===== src/rtl/popcnt_accum_11.sv =====
// popcnt_accum_11: popcounts an 11-bit beat through an 11-to-4 compressor
// and accumulates the counts over a multi-beat vector closed by in_last.
// One saturating total per vector leaves on a valid/ready output.

// 11-to-4 compressor: full-adder tree reducing eleven 1-bit inputs to a 4-bit count.
module adder_11to4 (
  input  logic [10:0] bits,
  output logic [3:0]  cnt
);

  // Full adder returning {carry, sum}.
  function automatic logic [1:0] fa(input logic a, input logic b, input logic c);
    return {(a & b) | (a & c) | (b & c), a ^ b ^ c};
  endfunction

  logic [1:0] f0, f1, f2;
  logic [1:0] g0, g1;
  logic [1:0] h0, h1;

  // Weight-1 layer: three full adders over bits 0..8.
  assign f0 = fa(bits[0], bits[1], bits[2]);
  assign f1 = fa(bits[3], bits[4], bits[5]);
  assign f2 = fa(bits[6], bits[7], bits[8]);

  // Remaining weight-1 terms fold down to the final LSB.
  assign g0 = fa(f0[0], f1[0], f2[0]);
  assign g1 = fa(g0[0], bits[9], bits[10]);

  // Weight-2 terms fold down to bit 1; the two weight-4 carries form bits 3:2.
  assign h0 = fa(f0[1], f1[1], f2[1]);
  assign h1 = fa(h0[0], g0[1], g1[1]);

  assign cnt = {h0[1] & h1[1], h0[1] ^ h1[1], h1[0], g1[0]};

endmodule

module popcnt_accum_11 #(
  parameter int ACC_W  = 16,
  parameter int BEAT_W = 8
) (
  input  logic              clk,
  input  logic              rst_n,
  input  logic              in_valid,
  output logic              in_ready,
  input  logic [10:0]       in_bits,
  input  logic              in_last,
  output logic              out_valid,
  input  logic              out_ready,
  output logic [ACC_W-1:0]  out_sum,
  output logic [BEAT_W-1:0] out_beats,
  output logic              out_sat
);

  typedef enum logic {IDLE, ACCUM} state_t;

  localparam logic [ACC_W:0]  ACC_MAX  = {1'b0, {ACC_W{1'b1}}};
  localparam logic [BEAT_W:0] BEAT_MAX = {1'b0, {BEAT_W{1'b1}}};

  // Saturating accumulate: returns {saturated, value}; reaching the max counts as saturation.
  function automatic logic [ACC_W:0] sat_acc(input logic [ACC_W-1:0] acc_in,
                                             input logic [3:0] cnt_in);
    logic [ACC_W:0] s;
    s = {1'b0, acc_in} + {{(ACC_W-3){1'b0}}, cnt_in};
    if (s >= ACC_MAX) return {1'b1, ACC_MAX[ACC_W-1:0]};
    return {1'b0, s[ACC_W-1:0]};
  endfunction

  // Saturating beat increment: returns {saturated, value}.
  function automatic logic [BEAT_W:0] sat_beats(input logic [BEAT_W-1:0] beats_in);
    logic [BEAT_W:0] s;
    s = {1'b0, beats_in} + {{BEAT_W{1'b0}}, 1'b1};
    if (s >= BEAT_MAX) return {1'b1, BEAT_MAX[BEAT_W-1:0]};
    return {1'b0, s[BEAT_W-1:0]};
  endfunction

  logic [3:0]        beat_cnt;
  logic              s1_valid;
  logic              s1_last;
  logic [3:0]        s1_cnt;
  logic              s1_adv;

  state_t            state, state_nxt;
  logic [ACC_W-1:0]  acc, acc_nxt, acc_base;
  logic [BEAT_W-1:0] beats, beats_nxt, beats_base;
  logic              sticky, sticky_nxt;
  logic              load;

  logic              acc_sat, beat_sat;
  logic [ACC_W-1:0]  acc_sum;
  logic [BEAT_W-1:0] beat_sum;

  adder_11to4 u_adder (
    .bits (in_bits),
    .cnt  (beat_cnt)
  );

  // A last beat may only leave S1 when the output register is free or draining.
  assign s1_adv   = s1_valid && (!s1_last || !out_valid || out_ready);
  assign in_ready = !s1_valid || s1_adv;

  // ---- S0 -> S1: capture the compressor count of each accepted beat ----
  // S1 register: holds one counted beat until it advances into the accumulator.
  always_ff @(posedge clk or negedge rst_n) begin
    if (!rst_n) begin
      s1_valid <= 1'b0;
      s1_last  <= 1'b0;
      s1_cnt   <= '0;
    end else if (in_valid && in_ready) begin
      s1_valid <= 1'b1;
      s1_last  <= in_last;
      s1_cnt   <= beat_cnt;
    end else if (s1_adv) begin
      s1_valid <= 1'b0;
    end
  end

  // ---- S1 -> S2: accumulate, or close the vector on its last beat ----
  // IDLE means a fresh vector, so the running totals start from zero.
  assign acc_base   = (state == IDLE) ? '0 : acc;
  assign beats_base = (state == IDLE) ? '0 : beats;
  assign {acc_sat, acc_sum}   = sat_acc(acc_base, s1_cnt);
  assign {beat_sat, beat_sum} = sat_beats(beats_base);

  // Next-state logic for the accumulator FSM.
  always_comb begin
    state_nxt  = state;
    acc_nxt    = acc;
    beats_nxt  = beats;
    sticky_nxt = sticky;
    load       = 1'b0;
    if (s1_adv) begin
      if (s1_last) begin
        state_nxt  = IDLE;
        acc_nxt    = '0;
        beats_nxt  = '0;
        sticky_nxt = 1'b0;
        load       = 1'b1;
      end else begin
        state_nxt  = ACCUM;
        acc_nxt    = acc_sum;
        beats_nxt  = beat_sum;
        sticky_nxt = sticky | acc_sat | beat_sat;
      end
    end
  end

  // Accumulator FSM state and running totals.
  always_ff @(posedge clk or negedge rst_n) begin
    if (!rst_n) begin
      state  <= IDLE;
      acc    <= '0;
      beats  <= '0;
      sticky <= 1'b0;
    end else begin
      state  <= state_nxt;
      acc    <= acc_nxt;
      beats  <= beats_nxt;
      sticky <= sticky_nxt;
    end
  end

  // ---- S2 -> output: registered result, held while the consumer stalls ----
  // Output register: a new load overrides a same-cycle drain.
  always_ff @(posedge clk or negedge rst_n) begin
    if (!rst_n) begin
      out_valid <= 1'b0;
      out_sum   <= '0;
      out_beats <= '0;
      out_sat   <= 1'b0;
    end else if (load) begin
      out_valid <= 1'b1;
      out_sum   <= acc_sum;
      out_beats <= beat_sum;
      out_sat   <= sticky | acc_sat | beat_sat;
    end else if (out_ready) begin
      out_valid <= 1'b0;
    end
  end

endmodule

===== config.mk =====
export PLATFORM = sky130hd
export DESIGN_NAME = popcnt_accum_11
export DESIGN_NICKNAME = d
export VERILOG_FILES = /design/src/rtl/popcnt_accum_11.sv
export SDC_FILE = /design/constraint.sdc
export NUM_CORES = 1
export LEC_CHECK = 0
export CAP_MARGIN = 0
export CORE_UTILIZATION = 50
export DETAILED_ROUTE_END_ITERATION = 8
export PLACE_DENSITY = 0.83
export SETUP_SLACK_MARGIN = 0.2
export SYNTH_ARGS = -nofsm -noshare
export SYNTH_HDL_FRONTEND = slang
export SYNTH_HIERARCHICAL = 1
export SYNTH_SLANG_ARGS = --single-unit
export TNS_END_PERCENT = 50

===== constraint.sdc =====
create_clock -name clk -period 4 [get_ports clk]
set_input_delay 0.4 -clock clk [delete_from_list [all_inputs] [get_ports clk]]
set_output_delay 0.4 -clock clk [all_outputs]
set_load 0.005 [all_outputs]

==> results.py <==
metrics = {
    "critical_path": {
        "end_kind": "register",
        "rrSetupSlack_ns": 0.90,
        "cp_cell_sequence": "and2_1 -> ha_1 -> inv_1 -> fa_1 -> nor2b_1 -> o31a_1 -> nand2_4 -> a211o_1 -> a311oi_2 -> nand4_1 -> o21bai_1",
        "arrival_ns": 3.35,
        "timing.critical_path.from": "state",
        "critPathRequiredTime_ns": 4.25,
        "cp_slowest_cell": "dfrtp_1",
        "r2r-start": "state",
        "worstPathMaxFanout": 12,
        "cp_slowest_stage_delay_ns": 0.57,
        "reg2regPathDepth": 11,
        "start_kind": "register",
        "critical_path_class": "reg2reg",
        "r2r-end": "out_sat",
    },
    "place": {
        "io_buffers": 42,
        "dp.cells": 467,
        "dpl.hpwl_um": 5130,
        "place_congestion": 0.897,
        "place_ws_ns": 0.699,
    },
    "power": {
        "p_sw_frac": 0.318,
        "power.density_nw_per_um2": 454,
        "vdd_drop_max_mv": 0.209,
        "switchingPower_uw": 577,
        "p_clk_frac": 0.289,
        "seq_power_share": 0.415,
        "p_total_mw": 1.81,
        "power_frac_comb": 0.296,
        "p_int_mw": 1.24,
        "power_leakage_nw": 1.76,
    },
    "global_routing": {
        "overflow": 0,
        "use_met2": 0.373,
        "antenna_found_initial": 0,
        "grt_pass1_vias": 2771,
        "track_usage": 0.223,
        "grt_max_degree": 31,
        "use_met3": 0.0452,
        "grt_pass1_wl_um": 12500,
        "use_met1": 0.275,
        "busiest_layer": "met2",
    },
    "timing": {
        "setup_slack_ns": 0.895,
        "final.period_utilization": 0.776,
        "clock_skew_ns": 0.00890,
        "fmax_mhz": 322,
        "worstMarginPinSlew_ns": 0.778,
        "setup_violations": 0,
        "hold_violations": 0,
        "final_max_slew_viol_count": 0,
        "setup_tns_ns": 0,
        "rsz0062_at_grt": "false",
        "min_period_ns": 3.10,
        "relSlewSlack": 0.480,
    },
    "route": {
        "wl_um": 7190,
        "drt-pass1-iter-count": 8,
        "vias": 2827,
        "wire_per_inst_um": 14.9,
        "drc": 7,
        "antenna_left": 0,
        "via_per_inst": 5.87,
        "drt_iter0_drc": 216,
    },
    "cells_and_area": {
        "final_common_cell": "dfrtp_1",
        "fin_nets": 432,
        "layout-drive-gt1-share": 0.0914,
        "stdcell_count": 482,
        "area_growth_pct": 18.0,
        "diodes": 0,
        "final_cell_mix": "58 x dfrtp_1, 46 x nand2_1, 41 x clkdlybuf4s50_1",
        "fin_util": 0.618,
    },
    "cts": {
        "clkSlewWorstSetupHoldPaths_ns": 0.07,
        "cts_setup_buffers": 0,
        "cts-root-buf": "clkbuf_8",
        "clockBufferDepth": 2,
        "holdBufCountCts": 0,
        "post_cts_resized": 0,
        "numCtsBuffers": 9,
        "htreeDepth": 3,
        "clock-sinks": 58,
        "insertion_delay_ns": 0.34,
        "cts_tree": "built",
    },
    "yosys": {
        "seq_area_frac_synth": 0.429,
        "syn_area_sq_um": 3390,
        "synthArstFlopShare": 1.00,
        "synth_edf_count": 0,
        "synth_flop_cell": "dfrtp_1",
        "synth_cells": 369,
        "synth_cell_types": 54,
        "ys_ff_latch": 58,
        "syn_area_per_cell_sq_um": 9.18,
        "synth_nets": 400,
        "ys.warnings.count": 6,
    },
    "run_status": {
        "violations": "design-rule violations",
        "outcome": "finished, violations left",
    },
    "die": {
        "initial_core_util": 0.524,
        "die_area_sq_um": 7100,
        "die_w_um": 84.3,
        "coreArea_sq_um": 6460,
        "ios": 43,
        "die_y_um": 84.3,
        "rows": 29,
    },
    "worst_hold_path": {
        "min_path_type": "in2async",
    },
    "job": {
        "drv_cap": 0,
    },
}
-- sequential cells by signal, summed over array words and instances (netlist names) --
name	cells
sticky	1
s1_cnt	4
out_beats	8
s1_valid	1
s1_last	1
out_valid	1
state	1
beats	8
out_sat	1
acc	16
out_sum	16
-- cell type report --
class / count / area [sq um]
fill: 535 / 2460
multi-input combinational: 266 / 1740
sequential: 58 / 1450
timing repair buffer: 46 / 445
clock buffer: 12 / 145
tap: 77 / 96.3
inverter: 20 / 75.1
clock inverter: 3 / 40.0
-- cell families after synthesis --
kind of cell             share of synthesized area
AND/OR/NAND/NOR                              0.188
AO/OA/AOI/OAI                                0.174
flip-flops                                   0.429
buffers and inverters                       0.0573
XOR/XNOR                                    0.0517
adder cells (fa/ha/maj)                     0.0732
multiplexers                                0.0266
-- how the worst max path moves through the flow --
stage | cells after the start | to | slack [ns]
finish | 11 | out_sat | 0.90
global route | 11 | out_sat | 0.64
CTS | 10 | acc[7] | 0.96
detailed placement | 11 | s1_cnt[2] | 0.70
global placement | 11 | s1_cnt[2] | 0.76
floorplan | 16 | sticky | 0.68
-- critical path, delay by kind of cell (launching register included) --
| kind | cells | cell delay (ns) |
|---|---|---|
| AOI/OAI and AO/OA | 4 | 1.10 |
| and+or+nand+nor | 4 | 0.69 |
| adders and majority gates | 2 | 0.58 |
| DFF | 1 | 0.57 |
| buffers and inverters | 1 | 0.06 |
-- through the flow --
stage | hold slack [ns] | cell area [sq um]
after detailed placement | 0.457 | 3810
after global placement | 0.444 | 3810
after floorplan | 0.104 | 3390
final | 0.0719 | 3990
after global routing | 0.135 | 3990
after CTS | 0.0916 | 3990
-- power by group through the flow --
stage                     logic [mW]  registers, mW  clock network (mW)
final                          0.536          0.752               0.525
after global routing           0.602          0.766               0.549
after CTS                      0.536          0.752               0.528
after detailed placement       0.533          0.762                   0
after global placement         0.515          0.756                   0
after floorplan                0.329          0.744                   0
-- cells in the mapped netlist (2+ instances only) --
| library cell | count | share of area |
|---|---|---|
| nand2_1 | 46 | 0.051 |
| a21o_1 | 6 | 0.013 |
| o21a_1 | 2 | 0.0044 |
| a21oi_1 | 25 | 0.037 |
| buf_4 | 3 | 0.0067 |
| inv_1 | 20 | 0.022 |
| dfrtp_1 | 58 | 0.43 |
| fa_1 | 8 | 0.047 |
| clkbuf_1 | 9 | 0.010 |
| buf_2 | 10 | 0.015 |
| nor2_1 | 23 | 0.025 |
| a31oi_1 | 9 | 0.017 |
| xor2_1 | 7 | 0.018 |
| nand3_1 | 13 | 0.019 |
| nor3_1 | 8 | 0.012 |
| xnor2_1 | 13 | 0.034 |
| nand3b_1 | 3 | 0.0067 |
| nand2b_1 | 2 | 0.0037 |
| buf_1 | 2 | 0.0022 |
| nand4_1 | 7 | 0.013 |
| o21ai_0 | 35 | 0.052 |
| mux2_2 | 8 | 0.027 |
| a22o_1 | 4 | 0.010 |
| ha_1 | 7 | 0.026 |
| nor2b_1 | 3 | 0.0055 |
| and2_1 | 7 | 0.013 |
| o211ai_1 | 2 | 0.0044 |
| or3_1 | 2 | 0.0037 |
| and3_1 | 2 | 0.0037 |
-- layer usage --
layer  wire length [um]  share of wire  up-vias
met4                173          0.024        0
met3                440          0.061       16
met1               3060           0.43     1359
met2               3520           0.49      108
met5                  0              0        -
li1                   -              -     1344
No activity file was read; power rests on OpenSTA's default activity.
